--- config.mk ---
export PLATFORM = sky130hd
export DESIGN_NAME = uart_alu_ctrl_flat
export DESIGN_NICKNAME = d
export VERILOG_FILES = /design/src/rtl/uart_pkg.sv /design/src/rtl/uart_alu_ctrl_if.sv /design/src/rtl/uart_gap_timer.sv /design/src/rtl/uart_alu_ctrl.sv /design/src/flat_wrapper.sv
export SDC_FILE = /design/constraint.sdc
export NUM_CORES = 1
export LEC_CHECK = 0
export CAP_MARGIN = 20
export CORE_MARGIN = 4
export CORE_UTILIZATION = 43
export DETAILED_ROUTE_END_ITERATION = 6
export MAX_ROUTING_LAYER = met4
export PLACE_DENSITY_LB_ADDON = 0.15
export SLEW_MARGIN = 20
export SYNTH_ARGS = -nofsm -noshare
export SYNTH_HDL_FRONTEND = slang
export SYNTH_SLANG_ARGS = --single-unit
export TNS_END_PERCENT = 1
--- constraint.sdc ---
create_clock -name clk -period 1.9 [get_ports clk]
set_clock_uncertainty 0.05 [all_clocks]
set_input_delay 0.38 -clock clk [delete_from_list [all_inputs] [get_ports clk]]
set_output_delay 0.38 -clock clk [all_outputs]
set_load 0.01 [all_outputs]
--- src/rtl/uart_pkg.sv ---
// Shared definitions for the UART-driven ALU controller:
// FSM state encoding and default data/opcode widths.
package uart_pkg;

    localparam int DBIT_DEF = 8;
    localparam int OPW_DEF  = 6;

    typedef enum logic [2:0] {
        S_WAIT_A  = 3'd0,
        S_WAIT_B  = 3'd1,
        S_WAIT_OP = 3'd2,
        S_EXEC    = 3'd3,
        S_SEND    = 3'd4,
        S_WAIT_TX = 3'd5
    } state_e;

endpackage

--- src/rtl/uart_alu_ctrl_if.sv ---
// Bus between the controller, UART rx/tx and the external ALU.
// master: the controller; slave: the surrounding UART/ALU side.
interface uart_alu_ctrl_if
    import uart_pkg::*;
#(
    parameter int DBIT = DBIT_DEF,
    parameter int OPW  = OPW_DEF
);
    logic            rx_done_tick;
    logic [DBIT-1:0] rx_data;
    logic [DBIT-1:0] alu_result;
    logic            tx_done_tick;
    logic [DBIT-1:0] alu_a;
    logic [DBIT-1:0] alu_b;
    logic [OPW-1:0]  alu_op;
    logic            tx_start;
    logic [DBIT-1:0] tx_data;
    logic            busy;
    logic            overrun_tick;
    logic            timeout_tick;

    modport master (
        input  rx_done_tick, rx_data, alu_result, tx_done_tick,
        output alu_a, alu_b, alu_op, tx_start, tx_data,
        output busy, overrun_tick, timeout_tick
    );

    modport slave (
        output rx_done_tick, rx_data, alu_result, tx_done_tick,
        input  alu_a, alu_b, alu_op, tx_start, tx_data,
        input  busy, overrun_tick, timeout_tick
    );

endinterface

--- src/rtl/uart_gap_timer.sv ---
// Inter-byte gap counter: counts while enabled, flags expiry at
// CYCLES-1; clear has priority over counting.
module uart_gap_timer #(
    parameter int CYCLES = 1000000
) (
    input  logic clk,
    input  logic reset,
    input  logic clear_i,
    input  logic enable_i,
    output logic expire_o
);
    localparam int CW = (CYCLES < 2) ? 1 : $clog2(CYCLES);
    localparam logic [CW-1:0] LAST = CW'(CYCLES - 1);

    logic [CW-1:0] cnt_q, cnt_d;

    assign expire_o = enable_i && (cnt_q == LAST);

    always_comb begin
        cnt_d = cnt_q;
        if (clear_i)
            cnt_d = '0;
        else if (enable_i && !expire_o)
            cnt_d = cnt_q + CW'(1);
    end

    always_ff @(posedge clk or posedge reset) begin
        if (reset)
            cnt_q <= '0;
        else
            cnt_q <= cnt_d;
    end

endmodule

--- src/rtl/uart_alu_ctrl.sv ---
// Collects A, B, opcode bytes from a UART, latches the ALU result and
// sends it back. Optional inter-byte timeout under `RX_TIMEOUT_EN.
module uart_alu_ctrl
    import uart_pkg::*;
#(
    parameter int DBIT           = DBIT_DEF,
    parameter int OPW            = OPW_DEF,
    parameter int TIMEOUT_CYCLES = 1000000
) (
    input  logic            clk,
    input  logic            reset,
    uart_alu_ctrl_if.master bus
);
    state_e          state_q, state_d;
    logic [DBIT-1:0] a_q, a_d;
    logic [DBIT-1:0] b_q, b_d;
    logic [DBIT-1:0] txd_q, txd_d;
    logic [OPW-1:0]  op_q, op_d;
    logic            ovr_q, ovr_d;
    logic            tmo_q, tmo_d;
    logic            accept;
    logic            expire;
    logic            tx_start;
    logic            busy;

`ifdef RX_TIMEOUT_EN
    logic gap_en;

    assign gap_en = (state_q == S_WAIT_B) || (state_q == S_WAIT_OP);

    uart_gap_timer #(
        .CYCLES (TIMEOUT_CYCLES)
    ) u_gap (
        .clk      (clk),
        .reset    (reset),
        .clear_i  (accept || !gap_en),
        .enable_i (gap_en),
        .expire_o (expire)
    );
`else
    wire unused_timeout = |TIMEOUT_CYCLES;
    assign expire = 1'b0;
`endif

    always_ff @(posedge clk or posedge reset) begin
        if (reset)
            state_q <= S_WAIT_A;
        else
            state_q <= state_d;
    end

    always_ff @(posedge clk or posedge reset) begin
        if (reset) begin
            a_q   <= '0;
            b_q   <= '0;
            op_q  <= '0;
            txd_q <= '0;
            ovr_q <= 1'b0;
            tmo_q <= 1'b0;
        end else begin
            a_q   <= a_d;
            b_q   <= b_d;
            op_q  <= op_d;
            txd_q <= txd_d;
            ovr_q <= ovr_d;
            tmo_q <= tmo_d;
        end
    end

    // A byte arriving outside the receive states is dropped as overrun.
    always_comb begin
        state_d = state_q;
        a_d     = a_q;
        b_d     = b_q;
        op_d    = op_q;
        txd_d   = txd_q;
        ovr_d   = 1'b0;
        tmo_d   = 1'b0;
        accept  = 1'b0;
        unique case (state_q)
            S_WAIT_A: begin
                if (bus.rx_done_tick) begin
                    a_d     = bus.rx_data;
                    accept  = 1'b1;
                    state_d = S_WAIT_B;
                end
            end
            S_WAIT_B: begin
                if (bus.rx_done_tick) begin
                    b_d     = bus.rx_data;
                    accept  = 1'b1;
                    state_d = S_WAIT_OP;
                end else if (expire) begin
                    tmo_d   = 1'b1;
                    state_d = S_WAIT_A;
                end
            end
            S_WAIT_OP: begin
                if (bus.rx_done_tick) begin
                    op_d    = bus.rx_data[OPW-1:0];
                    accept  = 1'b1;
                    state_d = S_EXEC;
                end else if (expire) begin
                    tmo_d   = 1'b1;
                    state_d = S_WAIT_A;
                end
            end
            S_EXEC: begin
                txd_d   = bus.alu_result;
                ovr_d   = bus.rx_done_tick;
                state_d = S_SEND;
            end
            S_SEND: begin
                ovr_d   = bus.rx_done_tick;
                state_d = S_WAIT_TX;
            end
            S_WAIT_TX: begin
                ovr_d = bus.rx_done_tick;
                if (bus.tx_done_tick)
                    state_d = S_WAIT_A;
            end
            default: state_d = S_WAIT_A;
        endcase
    end

    always_comb begin
        tx_start = 1'b0;
        busy     = 1'b0;
        unique case (state_q)
            S_EXEC:    busy = 1'b1;
            S_SEND:    begin
                busy     = 1'b1;
                tx_start = 1'b1;
            end
            S_WAIT_TX: busy = 1'b1;
            default:   ;
        endcase
    end

    assign bus.alu_a        = a_q;
    assign bus.alu_b        = b_q;
    assign bus.alu_op       = op_q;
    assign bus.tx_data      = txd_q;
    assign bus.tx_start     = tx_start;
    assign bus.busy         = busy;
    assign bus.overrun_tick = ovr_q;
`ifdef RX_TIMEOUT_EN
    assign bus.timeout_tick = tmo_q;
`else
    assign bus.timeout_tick = 1'b0;
`endif

endmodule

--- src/flat_wrapper.sv ---
// flat-port wrapper written by rule: the top's interface ports become plain ports
module uart_alu_ctrl_flat import uart_pkg::*;
#(
    parameter int DBIT           = DBIT_DEF,
    parameter int OPW            = OPW_DEF,
    parameter int TIMEOUT_CYCLES = 1000000
)
  (clk, reset, bus_rx_done_tick, bus_rx_data, bus_alu_result, bus_tx_done_tick, bus_alu_a, bus_alu_b, bus_alu_op, bus_tx_start, bus_tx_data, bus_busy, bus_overrun_tick, bus_timeout_tick);
  uart_alu_ctrl_if #(.DBIT(DBIT), .OPW(OPW)) bus_i ();
  input  logic clk;
  input  logic reset;
  input wire logic [$bits(bus_i.rx_done_tick)-1:0] bus_rx_done_tick;
  input wire logic [$bits(bus_i.rx_data)-1:0] bus_rx_data;
  input wire logic [$bits(bus_i.alu_result)-1:0] bus_alu_result;
  input wire logic [$bits(bus_i.tx_done_tick)-1:0] bus_tx_done_tick;
  output wire logic [$bits(bus_i.alu_a)-1:0] bus_alu_a;
  output wire logic [$bits(bus_i.alu_b)-1:0] bus_alu_b;
  output wire logic [$bits(bus_i.alu_op)-1:0] bus_alu_op;
  output wire logic [$bits(bus_i.tx_start)-1:0] bus_tx_start;
  output wire logic [$bits(bus_i.tx_data)-1:0] bus_tx_data;
  output wire logic [$bits(bus_i.busy)-1:0] bus_busy;
  output wire logic [$bits(bus_i.overrun_tick)-1:0] bus_overrun_tick;
  output wire logic [$bits(bus_i.timeout_tick)-1:0] bus_timeout_tick;
  assign bus_i.rx_done_tick = bus_rx_done_tick;
  assign bus_i.rx_data = bus_rx_data;
  assign bus_i.alu_result = bus_alu_result;
  assign bus_i.tx_done_tick = bus_tx_done_tick;
  assign bus_alu_a = bus_i.alu_a;
  assign bus_alu_b = bus_i.alu_b;
  assign bus_alu_op = bus_i.alu_op;
  assign bus_tx_start = bus_i.tx_start;
  assign bus_tx_data = bus_i.tx_data;
  assign bus_busy = bus_i.busy;
  assign bus_overrun_tick = bus_i.overrun_tick;
  assign bus_timeout_tick = bus_i.timeout_tick;
  uart_alu_ctrl #(.DBIT(DBIT), .OPW(OPW), .TIMEOUT_CYCLES(TIMEOUT_CYCLES)) u_core (.clk(clk), .reset(reset), .bus(bus_i));
endmodule
### Yosys cells after proc, flatten, opt, wreduce, memory -nomap -nowiden

Index checks and enable logic that the tools add are counted.

| cells by class | value |
|---|---|
| equal/unequal tests | 9 |
| reductions and logical operators | 6 |
| multiplexer cells | 8 |

Operator list:

| operator | number |
|---|---|
| $pmux W3 S6 | 1 |
| $mux W3 | 4 |
| $ne A2 B2 Y1 const B | 4 |
| $eq A3 B2 Y1 const B | 2 |
| $eq A3 B3 Y1 const B | 2 |
| $reduce_and A2 Y1 | 3 |
| $reduce_and A4 Y1 | 1 |
| $eq A3 B1 Y1 const B | 1 |
| $logic_not A3 Y1 | 1 |
| $mux W1 | 3 |
| $reduce_or A3 Y1 | 1 |

| word-level totals | value |
|---|---|
| flip-flop bits (word level) | 34 |
| output and inout bits | 34 |

### Longest topological paths before layout

| depth | value |
|---|---|
| depth in word-level cells | 3 |
| gate-level depth with buffers | 4 |
| depth with buffers taken out | 2 |

### Worst setup path before layout

No wires, ideal clock.

| path | value |
|---|---|
| path type | register to register |
| from | register u_core.state_q[1] |
| to | register u_core.a_q[0] (netlist: u_core.bus.alu_a[0]) |
| clock period less this slack | 1.495 ns |
| data required time | 1.725 ns |
| setup slack | 0.405 ns |
| data arrival time | 1.320 ns |
| cell stages (with the launch flop) | 4 |
| library setup time | 0.125 ns |
| path through | dfrtp_1 buf_6 nor4b_4 mux2_2 |

| on the way | value |
|---|---|
| longest elaborated chain between the ends | 2 |

RTL lines:

| item | line | source |
|---|---|---|
| start: declaration | uart_alu_ctrl.sv:14 | `state_e state_q, state_d;` |
| start signal: assignment | uart_alu_ctrl.sv:49 | `state_q <= state_d;` |
| $logic_not A3 Y1 | uart_alu_ctrl.sv:80 | `unique case (state_q)` |
| $reduce_and A2 Y1 (no line) | n/a |  |
| end signal: assignment | uart_alu_ctrl.sv:54 | `a_q <= '0;` |
| end signal: assignment | uart_alu_ctrl.sv:61 | `a_q <= a_d;` |
| end: declaration | uart_alu_ctrl.sv:15 | `logic [DBIT-1:0] a_q, a_d;` |

No other way between the ends.
A chain may end at the register's enable or synchronous reset.

### Worst setup path in the final report

| path | value |
|---|---|
| from | register u_core.state_q[1] |
| to | output bus_tx_start |

| on the way | value |
|---|---|
| longest elaborated chain between the ends | 2 |

RTL lines:

| item | line | source |
|---|---|---|
| $eq A3 B3 Y1 | uart_alu_ctrl.sv:129 | `unique case (state_q)` |
| $mux W1 | uart_alu_ctrl.sv:129 |  |
| end: declaration | flat_wrapper.sv:19 | `output wire logic [$bits(bus_i.tx_start)-1:0] bus_tx_start;` |

No other way between the ends.

==> results.md <==
- The run finished with clean final reports.
- The area added between synthesis and finish is 46.9%.
- The clock sink count is 34.
- The count of input and output buffers is 52.
- Among all stages on the critical path, the largest delay is contributed by dfrtp_1.
- Based on the critical path, the design can be clocked at up to 585 MHz.
- The clock-pin slew reported for the worst setup and hold paths after clock tree synthesis is 100 ps.
- The net count of the finished layout is 172.
- The die width is 64.7 um.
- The final routed DRC violation total is 0.
- The I/O pin count is 54.
- TritonCTS built the clock tree.
- The detailed router finished its first iteration with 21 violations.
- The core region is 3080 um2.
- The smallest clock period supported by the final layout is computed as 1710 ps.
- The cell taking the most area after synthesis is dfrtp_1.
- The number of global-route vias before repair is 1,053.
- The launch point of the worst path is u_core.state_q[1].
- The overall via count from detail_route is 942.
- The maximum vdd drop is 0.771 mV.
- After detailed routing, the average wire length per cell comes to 14.0 um.
- The number of enable-type register cells in the synthesized netlist is 0.
- Setup repair after global routing left no endpoint under its margin.
- The count of antenna-violating nets left after detailed routing is 0.
- Sorting the synthesized cells by area gives the leading types as dfrtp_1, mux2_2, nor4b_4.
- The longest clock path from root to sink contains 2 buffers.
- Using the TritonRoute via totals, the vias-per-cell ratio works out to 4.81.
- The root buffer cell is clkbuf_4.
- The netlist area before placement is 1380 um2.
- The fraction of final layout cells with drive strength greater than 1 is 30.9%.
- The die outline area is 4190 um2.
- Once placement finished, the instance area stood at 1990 um2.
- At the later pin of the worst-skew pair, clock insertion delay measures 310 ps.
- In this run, post-CTS hold repair placed 0 buffers.
- The startpoint identified for the worst register-to-register timing path is u_core.state_q[1].
- The async set or reset register ratio after synthesis is 100%.
- The standard-cell row count is 20.
- The post-detailed-routing wire length is 2750 um.
- The required time at the worst-slack endpoint is 1470 ps.
- The number of buffers created by CTS is 5.
- The count of different cell masters after synthesis is 19.
- The pre-antenna-repair detailed-routing pass consisted of 3 iterations.
- The congestion estimate from routability-driven global placement came to 0.738.
- On the worst path, the slowest cell contributes a delay of 420 ps.
- Synthesis handed over a netlist of 90 instances.
- Adding up every negative setup slack in the final design gives 0 ps.
- The ratio of total power to cell area is 1660 nW/um2.
- 0 antenna diodes ended up in the layout.
- The area share of the leading cell type in the synthesized netlist is 61.5%.
- The synthesis-stage register bit count is 34.
- The initial core utilization is 45.0%.
- The overall die height is 64.7 um.
- The cell with the most instances after synthesis is dfrtp_1.
- Detailed placement ended at an HPWL of 2150 um.
- The synthesis warning total is 0.
- The total leakage power is 0.000862 uW.
- Among all flip-flop cells after synthesis, the most frequent one is dfrtp_1.
- The global-route wire length before repair is 4710 um.
- In this run the worst path has a maximum fanout of 4.
- Counting instances in the post-synthesis netlist gives the leading cell types as dfrtp_1, mux2_2, buf_2.
- The critical path launch point type is a flop.
- STA classifies the critical path endpoint as an output port.
- The number of endpoints failing setup at the final stage is 0.
- The global routing usage summed across all routing layers is 14.9%.
- After global routing the overflow that remains totals 0.
- The number of max-slew violations in the final report is 0.
- The classification of the worst setup path is reg2out.
- Power comes to 3370 uW.
- The largest net degree at the start of global routing is 35.
- The signal on the critical path passes through nor3b_1, dlygate4sd2_1.
- The type of the worst min-delay path is in2async.
- Of the available clock period, the critical path in the final layout requires 90.0%.
- A synthesized cell averages 15.4 um2.
- The total nets after synthesis is 110.
- The number of antenna violations at the first check in global routing is 0.
- The final design instance area without fill is 2030 um2.
- STA puts the critical path data arrival time at 1280 ps.
- The number of hold violations in the final report is 0.
- The H-tree was split into 2 levels.
- The layout has 248 filler cells.
- The reported max-cap violation count is 0.
- For this run, the share of the core covered by cells in the final layout is 66.1%.
- Sequential cells were found to cover 61.5% of the synthesized design area.
-- worst paths after layout --
check / end / slack (ps) / cells past startpoint
setup reg to reg: u_core.bus.alu_a[3] / 300 / 4
min in group clk: u_core.bus.alu_a[7] / 460 / 1
setup / recovery: bus_tx_start / 190 / 2
hold / removal: u_core.bus.tx_data[4] / 400 / 3
hold reg to reg: u_core.bus.alu_a[7] / 460 / 1
max in group asynchronous: u_core.bus.alu_op[3] / 1080 / 3
-- per-layer routing --
metal	share of wire (%)	GRT usage [%]	vias up
met5	0	-	-
met4	1.0	4.75	0
met3	4.1	4.16	4
met2	53	25.5	24
met1	42	16.7	476
li1	-	-	438
-- area by class of cell --
class / count / area (um2) / area share [%]
well taps: 44 / 55.1 / 2.71
flip-flops and latches: 34 / 851 / 41.8
clock buffers: 7 / 45.0 / 2.22
repair buffers: 62 / 593 / 29.2
inverters: 1 / 3.75 / 0.185
multi-input cells: 48 / 485 / 23.9
-- through the flow --
step,hold WS (ps),setup slack (ps),instances
global placement,438,-4.96,189
finish,401,189,196
CTS,399,165,196
detailed placement,444,-24.0,189
global route,423,74.9,196
floorplan,472,405,90
-- repair_timing --
action                                  in CTS  in global routing
endpoints found under the setup margin       2                  0
setup buffers                                0                  0
resized for setup                            2                  0
-- kinds of logic (layout without fill, tap and decap cells) --
group | count (synthesis) | after routing | share of synthesized area, %
AO/OA/AOI/OAI | 3 | 3 | 1.27
buffers and inverters | 8 | 70 | 3.89
flip-flops | 34 | 34 | 61.5
multiplexers | 30 | 30 | 24.4
other | 1 | 1 | 0.271
AND/OR/NAND/NOR | 14 | 14 | 8.68
-- report_power, final --
group / leakage (uW) / internal [uW] / total, uW / switching (uW)
Combinational: 0.000431 / 1110 / 1750 / 639
Clock: 0.0000254 / 140 / 345 / 205
Sequential: 0.000406 / 1090 / 1280 / 185
-- state kept, by name, summed over array words and instances (netlist names) --
| register | count |
|---|---|
| u_core.bus.alu_b | 8 |
| u_core.bus.alu_op | 6 |
| u_core.state_q | 3 |
| u_core.bus.alu_a | 8 |
| u_core.bus.overrun_tick | 1 |
| u_core.bus.tx_data | 8 |
-- cell usage in the layout, fill, tap and decap left out --
| master | count |
|---|---|
| nor4bb_1 | 1 |
| nand2_1 | 1 |
| a21oi_1 | 1 |
| nor3b_1 | 3 |
| nor4bb_2 | 1 |
| dlygate4sd2_1 | 2 |
| conb_1 | 1 |
| nand2b_1 | 2 |
| nand3b_1 | 2 |
| clkbuf_1 | 2 |
| a21boi_0 | 1 |
| o21ai_0 | 1 |
| clkbuf_4 | 5 |
| buf_4 | 10 |
| clkdlybuf4s50_1 | 50 |
| inv_1 | 1 |
| nor4b_4 | 1 |
| nor4b_1 | 1 |
| and2_1 | 1 |
| or4_1 | 1 |
| mux2_2 | 30 |
| dfrtp_1 | 34 |
-- worst max-delay path: cells and delay by family (launching register included) --
family / cells / cell delay, ps
buffers and inverters: 1 / 300
flip-flops: 1 / 420
AND/OR/NAND/NOR: 1 / 250
Note: power is estimated with default switching activity, not from simulation.
